===== config.mk =====
export PLATFORM = sky130hd
export DESIGN_NAME = mem_dm_ctrl
export DESIGN_NICKNAME = d
export VERILOG_FILES = /design/src/rtl/mem_pkg.sv /design/src/rtl/mem_load_ext.sv /design/src/rtl/mem_dm_ctrl.sv
export SDC_FILE = /design/constraint.sdc
export NUM_CORES = 1
export LEC_CHECK = 0
export ABC_CLOCK_PERIOD_IN_PS = 3800
export BUFFER_PORTS_ARGS = -buffer_cell sky130_fd_sc_hd__buf_4
export CELL_PAD_IN_SITES_DETAIL_PLACEMENT = 1
export CELL_PAD_IN_SITES_GLOBAL_PLACEMENT = 1
export CORE_MARGIN = 5
export CORE_UTILIZATION = 40
export DETAILED_ROUTE_END_ITERATION = 8
export PLACE_DENSITY_LB_ADDON = 0.1
export SLEW_MARGIN = 20
export SYNTH_ARGS = -nofsm -noshare
export SYNTH_HDL_FRONTEND = slang
export SYNTH_SLANG_ARGS = --single-unit

===== constraint.sdc =====
create_clock -name clk -period 3.8 [get_ports clk]
set_input_delay 0.19 -clock clk [delete_from_list [all_inputs] [get_ports clk]]
set_output_delay 0.19 -clock clk [all_outputs]
set_load 0.005 [all_outputs]

===== src/rtl/mem_pkg.sv =====
// Shared types and constants for the MEM-stage data-memory controller.
package mem_pkg;

  typedef enum logic [1:0] {
    IDLE = 2'd0,
    BUSY = 2'd1,
    DONE = 2'd2
  } dm_state_t;

  localparam int unsigned DM_WORD_W = 32;
  localparam int unsigned DM_ADDR_W = 30;

  typedef enum logic [1:0] {
    LD_NONE = 2'd0,
    LD_BYTE = 2'd1,
    LD_HALF = 2'd2,
    LD_WORD = 2'd3
  } ld_size_t;

  // Wider size wins if the decoder ever raises more than one flag.
  function automatic ld_size_t ld_size(input logic full, input logic half, input logic byte_acc);
    if (full)          return LD_WORD;
    else if (half)     return LD_HALF;
    else if (byte_acc) return LD_BYTE;
    else               return LD_NONE;
  endfunction

endpackage


===== src/rtl/mem_load_ext.sv =====
// Load lane select plus sign/zero extension of the returned memory word.
module mem_load_ext
  import mem_pkg::*;
(
  input  logic [DM_WORD_W-1:0] w,
  input  logic [1:0]           addr,
  input  logic                 full,
  input  logic                 half,
  input  logic                 byte_acc,
  input  logic                 load_signed,
  output logic [DM_WORD_W-1:0] rdata
);

  logic [7:0]  b;
  logic [15:0] h;

  always_comb begin
    b     = '0;
    h     = '0;
    rdata = '0;
    case (addr)
      2'd0:    b = w[7:0];
      2'd1:    b = w[15:8];
      2'd2:    b = w[23:16];
      default: b = w[31:24];
    endcase
    h = addr[1] ? w[31:16] : w[15:0];
    case (ld_size(full, half, byte_acc))
      LD_BYTE: rdata = {{24{load_signed & b[7]}}, b};
      LD_HALF: rdata = {{16{load_signed & h[15]}}, h};
      LD_WORD: rdata = w;
      default: rdata = '0;
    endcase
  end

endmodule


===== src/rtl/mem_dm_ctrl.sv =====
// MEM-stage data-memory access controller with ready handshake and timeout.
// Define MEM_DM_MISALIGN_EN to fault misaligned word/half accesses without a memory access.
// The byte-access flag is named byte_acc because byte is a reserved word.
module mem_dm_ctrl
  import mem_pkg::*;
#(
  parameter int unsigned TIMEOUT = 16,
  parameter int unsigned CNT_W   = 5
) (
  input  logic                 clk,
  input  logic                 rst_n,
  input  logic                 req_valid,
  input  logic                 memwrite,
  input  logic                 memread,
  input  logic [3:0]           wen,
  input  logic [DM_WORD_W-1:0] wdata,
  input  logic [31:0]          addr,
  input  logic                 full,
  input  logic                 half,
  input  logic                 byte_acc,
  input  logic                 load_signed,
  output logic                 stall,
  output logic [DM_WORD_W-1:0] rdata,
  output logic                 rdata_valid,
  output logic                 bus_err,
  output logic                 mem_en,
  output logic [3:0]           mem_we,
  output logic [DM_ADDR_W-1:0] mem_addr,
  output logic [DM_WORD_W-1:0] mem_wdata,
  input  logic [DM_WORD_W-1:0] mem_rdata,
  input  logic                 mem_ready
);

  dm_state_t            state, state_n;
  logic [CNT_W-1:0]     cnt;
  logic [31:0]          a_addr;
  logic [3:0]           a_wen;
  logic [DM_WORD_W-1:0] a_wdata;
  logic                 a_full, a_half, a_byte, a_signed, a_write;
  logic                 err;
  logic                 accept, misalign, timeout;
  logic [DM_WORD_W-1:0] ext;

  assign accept  = req_valid && (memwrite || memread);
  assign timeout = (state == BUSY) && !mem_ready && (cnt == CNT_W'(TIMEOUT - 1));

`ifdef MEM_DM_MISALIGN_EN
  ld_size_t req_sz;
  assign req_sz   = ld_size(full, half, byte_acc);
  assign misalign = ((req_sz == LD_WORD) && (addr[1:0] != 2'b00)) ||
                    ((req_sz == LD_HALF) && addr[0]);
`else
  assign misalign = 1'b0;
`endif

  assign mem_addr  = a_addr[31:2];
  assign mem_wdata = a_wdata;

  mem_load_ext u_ext (
    .w           (mem_rdata),
    .addr        (a_addr[1:0]),
    .full        (a_full),
    .half        (a_half),
    .byte_acc    (a_byte),
    .load_signed (a_signed),
    .rdata       (ext)
  );

  always_ff @(posedge clk or negedge rst_n) begin
    if (!rst_n) state <= IDLE;
    else        state <= state_n;
  end

  always_comb begin
    state_n     = state;
    stall       = 1'b0;
    mem_en      = 1'b0;
    mem_we      = '0;
    rdata_valid = 1'b0;
    bus_err     = 1'b0;
    case (state)
      IDLE: begin
        if (accept) begin
          stall   = 1'b1;
          state_n = misalign ? DONE : BUSY;
        end
      end
      BUSY: begin
        stall  = 1'b1;
        mem_en = 1'b1;
        mem_we = a_write ? a_wen : 4'b0000;
        if (mem_ready || timeout) state_n = DONE;
      end
      DONE: begin
        rdata_valid = 1'b1;
        bus_err     = err;
        state_n     = IDLE;
      end
      default: state_n = IDLE;
    endcase
  end

  always_ff @(posedge clk or negedge rst_n) begin
    if (!rst_n) begin
      cnt      <= '0;
      a_addr   <= '0;
      a_wen    <= '0;
      a_wdata  <= '0;
      a_full   <= 1'b0;
      a_half   <= 1'b0;
      a_byte   <= 1'b0;
      a_signed <= 1'b0;
      a_write  <= 1'b0;
      err      <= 1'b0;
      rdata    <= '0;
    end else begin
      case (state)
        IDLE: begin
          if (accept) begin
            a_addr   <= addr;
            a_wen    <= wen;
            a_wdata  <= wdata;
            a_full   <= full;
            a_half   <= half;
            a_byte   <= byte_acc;
            a_signed <= load_signed;
            a_write  <= memwrite;
            cnt      <= '0;
            err      <= misalign;
            if (misalign) rdata <= '0;
          end
        end
        BUSY: begin
          // Completion takes priority over a timeout landing in the same cycle.
          if (mem_ready) begin
            err <= 1'b0;
            if (!a_write) rdata <= ext;
          end else if (timeout) begin
            err   <= 1'b1;
            rdata <= '0;
          end else begin
            cnt <= cnt + CNT_W'(1);
          end
        end
        default: ;
      endcase
    end
  end

endmodule

==> summary.md <==
| Metric | Value |
|---|---|
| Via Count | between 4000 and 5000 |
| Leak | roughly 3.9 nW |
| Worst Setup End Kind | flip-flop |
| Fill count | 1328 |
| Global route overflow | 0 |
| RSZ-0062 raised after global routing | false |
| Async S/R FF share, synth | 100% |
| Final Hold Slack | between 0.015 and 0.02 ns |
| FP Rows | 42 |
| DRT Wirelength | approximately 17 mm |
| Clock Pin Slew Worst Setup and Hold Paths | roughly 0.050 ns |
| Setup WS post-layout | around 1.3 ns |
| Mean Syn Cell Area | ~12 um^2 |
| Worst setup path class | flip-flop to flip-flop |
| Count leader, synth | dfrtp_1 |
| Final Setup Violations | 0 |
| Register share of total power | approximately a third |
| First-pass DRT Iterations | 4 |
| Fin nets | 786 |
| TritonCTS buffer count | 17 |
| Die area | about 16000 um^2 |
| Flops & latches, synth | 113 |
| Number of distinct library cells after synthesis | 39 |
| Synthesized cell area | around 5300 um^2 |
| Via/cell ratio | ~5.2 |
| Pwr/cell area | between 800 and 900 nW/um^2 |
| First-pass GRT wire length | between 20 and 30 mm |
| Total GRT Usage | 21.9% |
| Logic pwr share | 38.9% |
| IO Port Bufs | roughly 210 |
| Final max-slew violation count | 0 |
| # H-tree levels | 4 |
| Fin crit period | between 2 and 3 ns |
| Total power | about 0.0063 W |
| Pre-CTS setup slack | ~1.4 ns |
| Worst-case clock buffer depth | 2 |
| Chip height | 125 um |
| Switching power | 0.00204 W |
| Final TNS setup | 0 ns |
| Core Footprint | about 13000 um^2 |
| CTS tree | yes |
| Initial antenna violation count | 0 |
| Switching share of power | between 30% and 40% |
| Die W | roughly 130 um |
| CTS Sinks | roughly 110 |
| WL/cell | just under 20 um |
| Area contributors post-synth | dfrtp_1 (53%), mux2_2 (16%), buf_4 (4.4%) |
| Slew HR | between 20% and 30% |
| Most frequent cells after synthesis | dfrtp_1 (113), mux2_2 (74), nand2_1 (46) |
| Fin crit share | between 60% and 70% |
| Setup bufs post-CTS | 0 |
| Pint | about 0.0043 W |
| Hold Vio Cnt, Final | 0 |
| Worst IR Drop VDD | ~0.42 mV |
| # IOs | around 210 |
| Number of synthesized flops with an enable pin | 0 |
| # resized after CTS | 0 |
| Share of cells above drive strength 1 | a little under half |
| Cell count after synthesis | about 450 |
| CP max FO | 33 |
| Warnings, synthesis | 0 |
| Post-synthesis sequential area ratio | a little over half |
| Synth top area share | roughly 53% |
| Slew @ Worst Pin | ~1.1 ns |
| Layout area overhead | 48.0% |
| Vias in the first global route | roughly 5000 |
| Final ANT Viol Nets | 0 |
| Starting density of the core | around two fifths |
| HPWL Detailed | 11.6 mm |
| Outcome | complete, no violations |
| Worst EP required | between 4 and 5 ns |
| WP data arrival | 2.80 ns |
| Top_reg_cell synth | dfrtp_1 |
| Worst setup SP type | flip-flop |
| Clk root buf | clkbuf_16 |
| DR DRC count | 0 |
| Max Fclk | between 300 and 400 MHz |
| Worst-Skew Late Latency | a little over 0.4 ns |
| Clock Skew | 0.00543 ns |
| Clock network fraction of design power | between 20% and 30% |
| GPL Wtd Cong | about 0.8 |
| Syn_nets | between 500 and 600 |
| Maxcap violations | 0 |
| Synth area leader | dfrtp_1 |
| Worst hold path type | input pin to flip-flop |
| DRT iter0 DRCs | 200 |
| Pin count of the biggest net entering global routing | 74 |
[worst max-delay path: stages (launching register included)]
cell	delay [ns]
dfrtp_1	1.05
inv_1	0.30
nand2_1	0.59
nand2_1	0.14
a32o_1	0.30
[cells by family after synthesis]
logic type	synth area share, %
compound gates	11.4
xor+xnor	0.165
fa+ha+maj	0.472
buf+inv	8.36
flops	53.4
mux	17.7
simple gates	8.57
[state kept, by name, summed over array words and instances, names as in the netlist]
| signal | flops |
|---|---|
| a_wen | 4 |
| a_addr | 32 |
| a_full | 1 |
| a_half | 1 |
| state | 2 |
| cnt | 5 |
| a_byte | 1 |
| rdata | 32 |
| err | 1 |
| a_write | 1 |
| mem_wdata | 32 |
| a_signed | 1 |
[layout by cell type (no fill, tap or decap), types with 2 or more instances in the layout]
master and count:
nand2b_1 2, buf_4 215, o211ai_1 8, o22ai_1 21, a22oi_1 7, nor2b_1 3
nand3_2 2, ha_1 2, and2_1 2, nor2_1 13, o21ai_0 9, and3_1 6
clkbuf_8 2, dlygate4sd3_1 43, clkinv_2 3, clkbuf_16 17, a21oi_1 2, a22o_1 8
mux2_2 74, o32ai_1 2, o21a_1 2, clkinvlp_4 2, dfrtp_1 113, a32o_1 16
clkbuf_1 2, inv_1 22, mux2i_1 8, nand2_1 45, nand3_1 15, bufinv_16 4
nand3b_1 2
[path summary, 6_finish.rpt]
check	startpoint	end	slack [ns]	depth (start not counted)
worst max-delay path	a_full	rdata[31]	1.29	4
worst min register to register	rdata[20]	rdata[20]	0.50	1
max in group asynchronous	rst_n	mem_wdata[26]	2.47	3
worst min-delay path	wdata[6]	mem_wdata[6]	0.02	2
min in group asynchronous	rst_n	rdata[30]	0.46	2
worst max register to register	a_full	rdata[31]	1.29	4
[power groups by stage]
stage               Combinational (W)  Sequential [W]  Clock (W)
global placement              0.00235         0.00213          0
finish                        0.00245         0.00217    0.00168
global route                  0.00268         0.00224    0.00177
floorplan                     0.00153         0.00204          0
CTS                           0.00247         0.00216    0.00171
detailed placement            0.00242         0.00217          0
[area by class of cell]
type	instances	area [um^2]	share of cell area [%]
Inverter	22	82.6	1.05
Tap cell	176	220	2.81
Clock buffer	21	460	5.87
Sequential cell	113	2830	36.1
Timing Repair Buffer	258	2040	26.1
Multi-Input combinational cell	262	2050	26.1
Antenna cell	1	2.50	0.0319
Clock inverter	10	159	2.03
[layer usage]
metal,global-route usage (%),wire length (um),vias to the layer above
li1,-,-,2030
met1,24.5,6530,2278
met2,37.6,8760,184
met3,9.08,1450,28
met4,8.29,398,0
met5,0,0,-
[per-stage QoR]
| stage | util, % | instances | area (um^2) |
|---|---|---|---|
| 4_1_cts | 59.6 | 861 | 7830 |
| 2_1_floorplan | - | 453 | 5300 |
| 6_report | 59.7 | 863 | 7840 |
| 3_5_place_dp | 51.6 | 788 | 6790 |
| 5_1_grt | 59.7 | 862 | 7840 |
| 3_3_place_gp | 51.6 | 788 | 6790 |
[what timing repair did]
item | CTS | global route
endpoints found under the setup margin | 0 | 0
endpoints found under the hold margin | 107 | 1
hold buffers | 42 | 1
(Power assumes the default switching activity.)
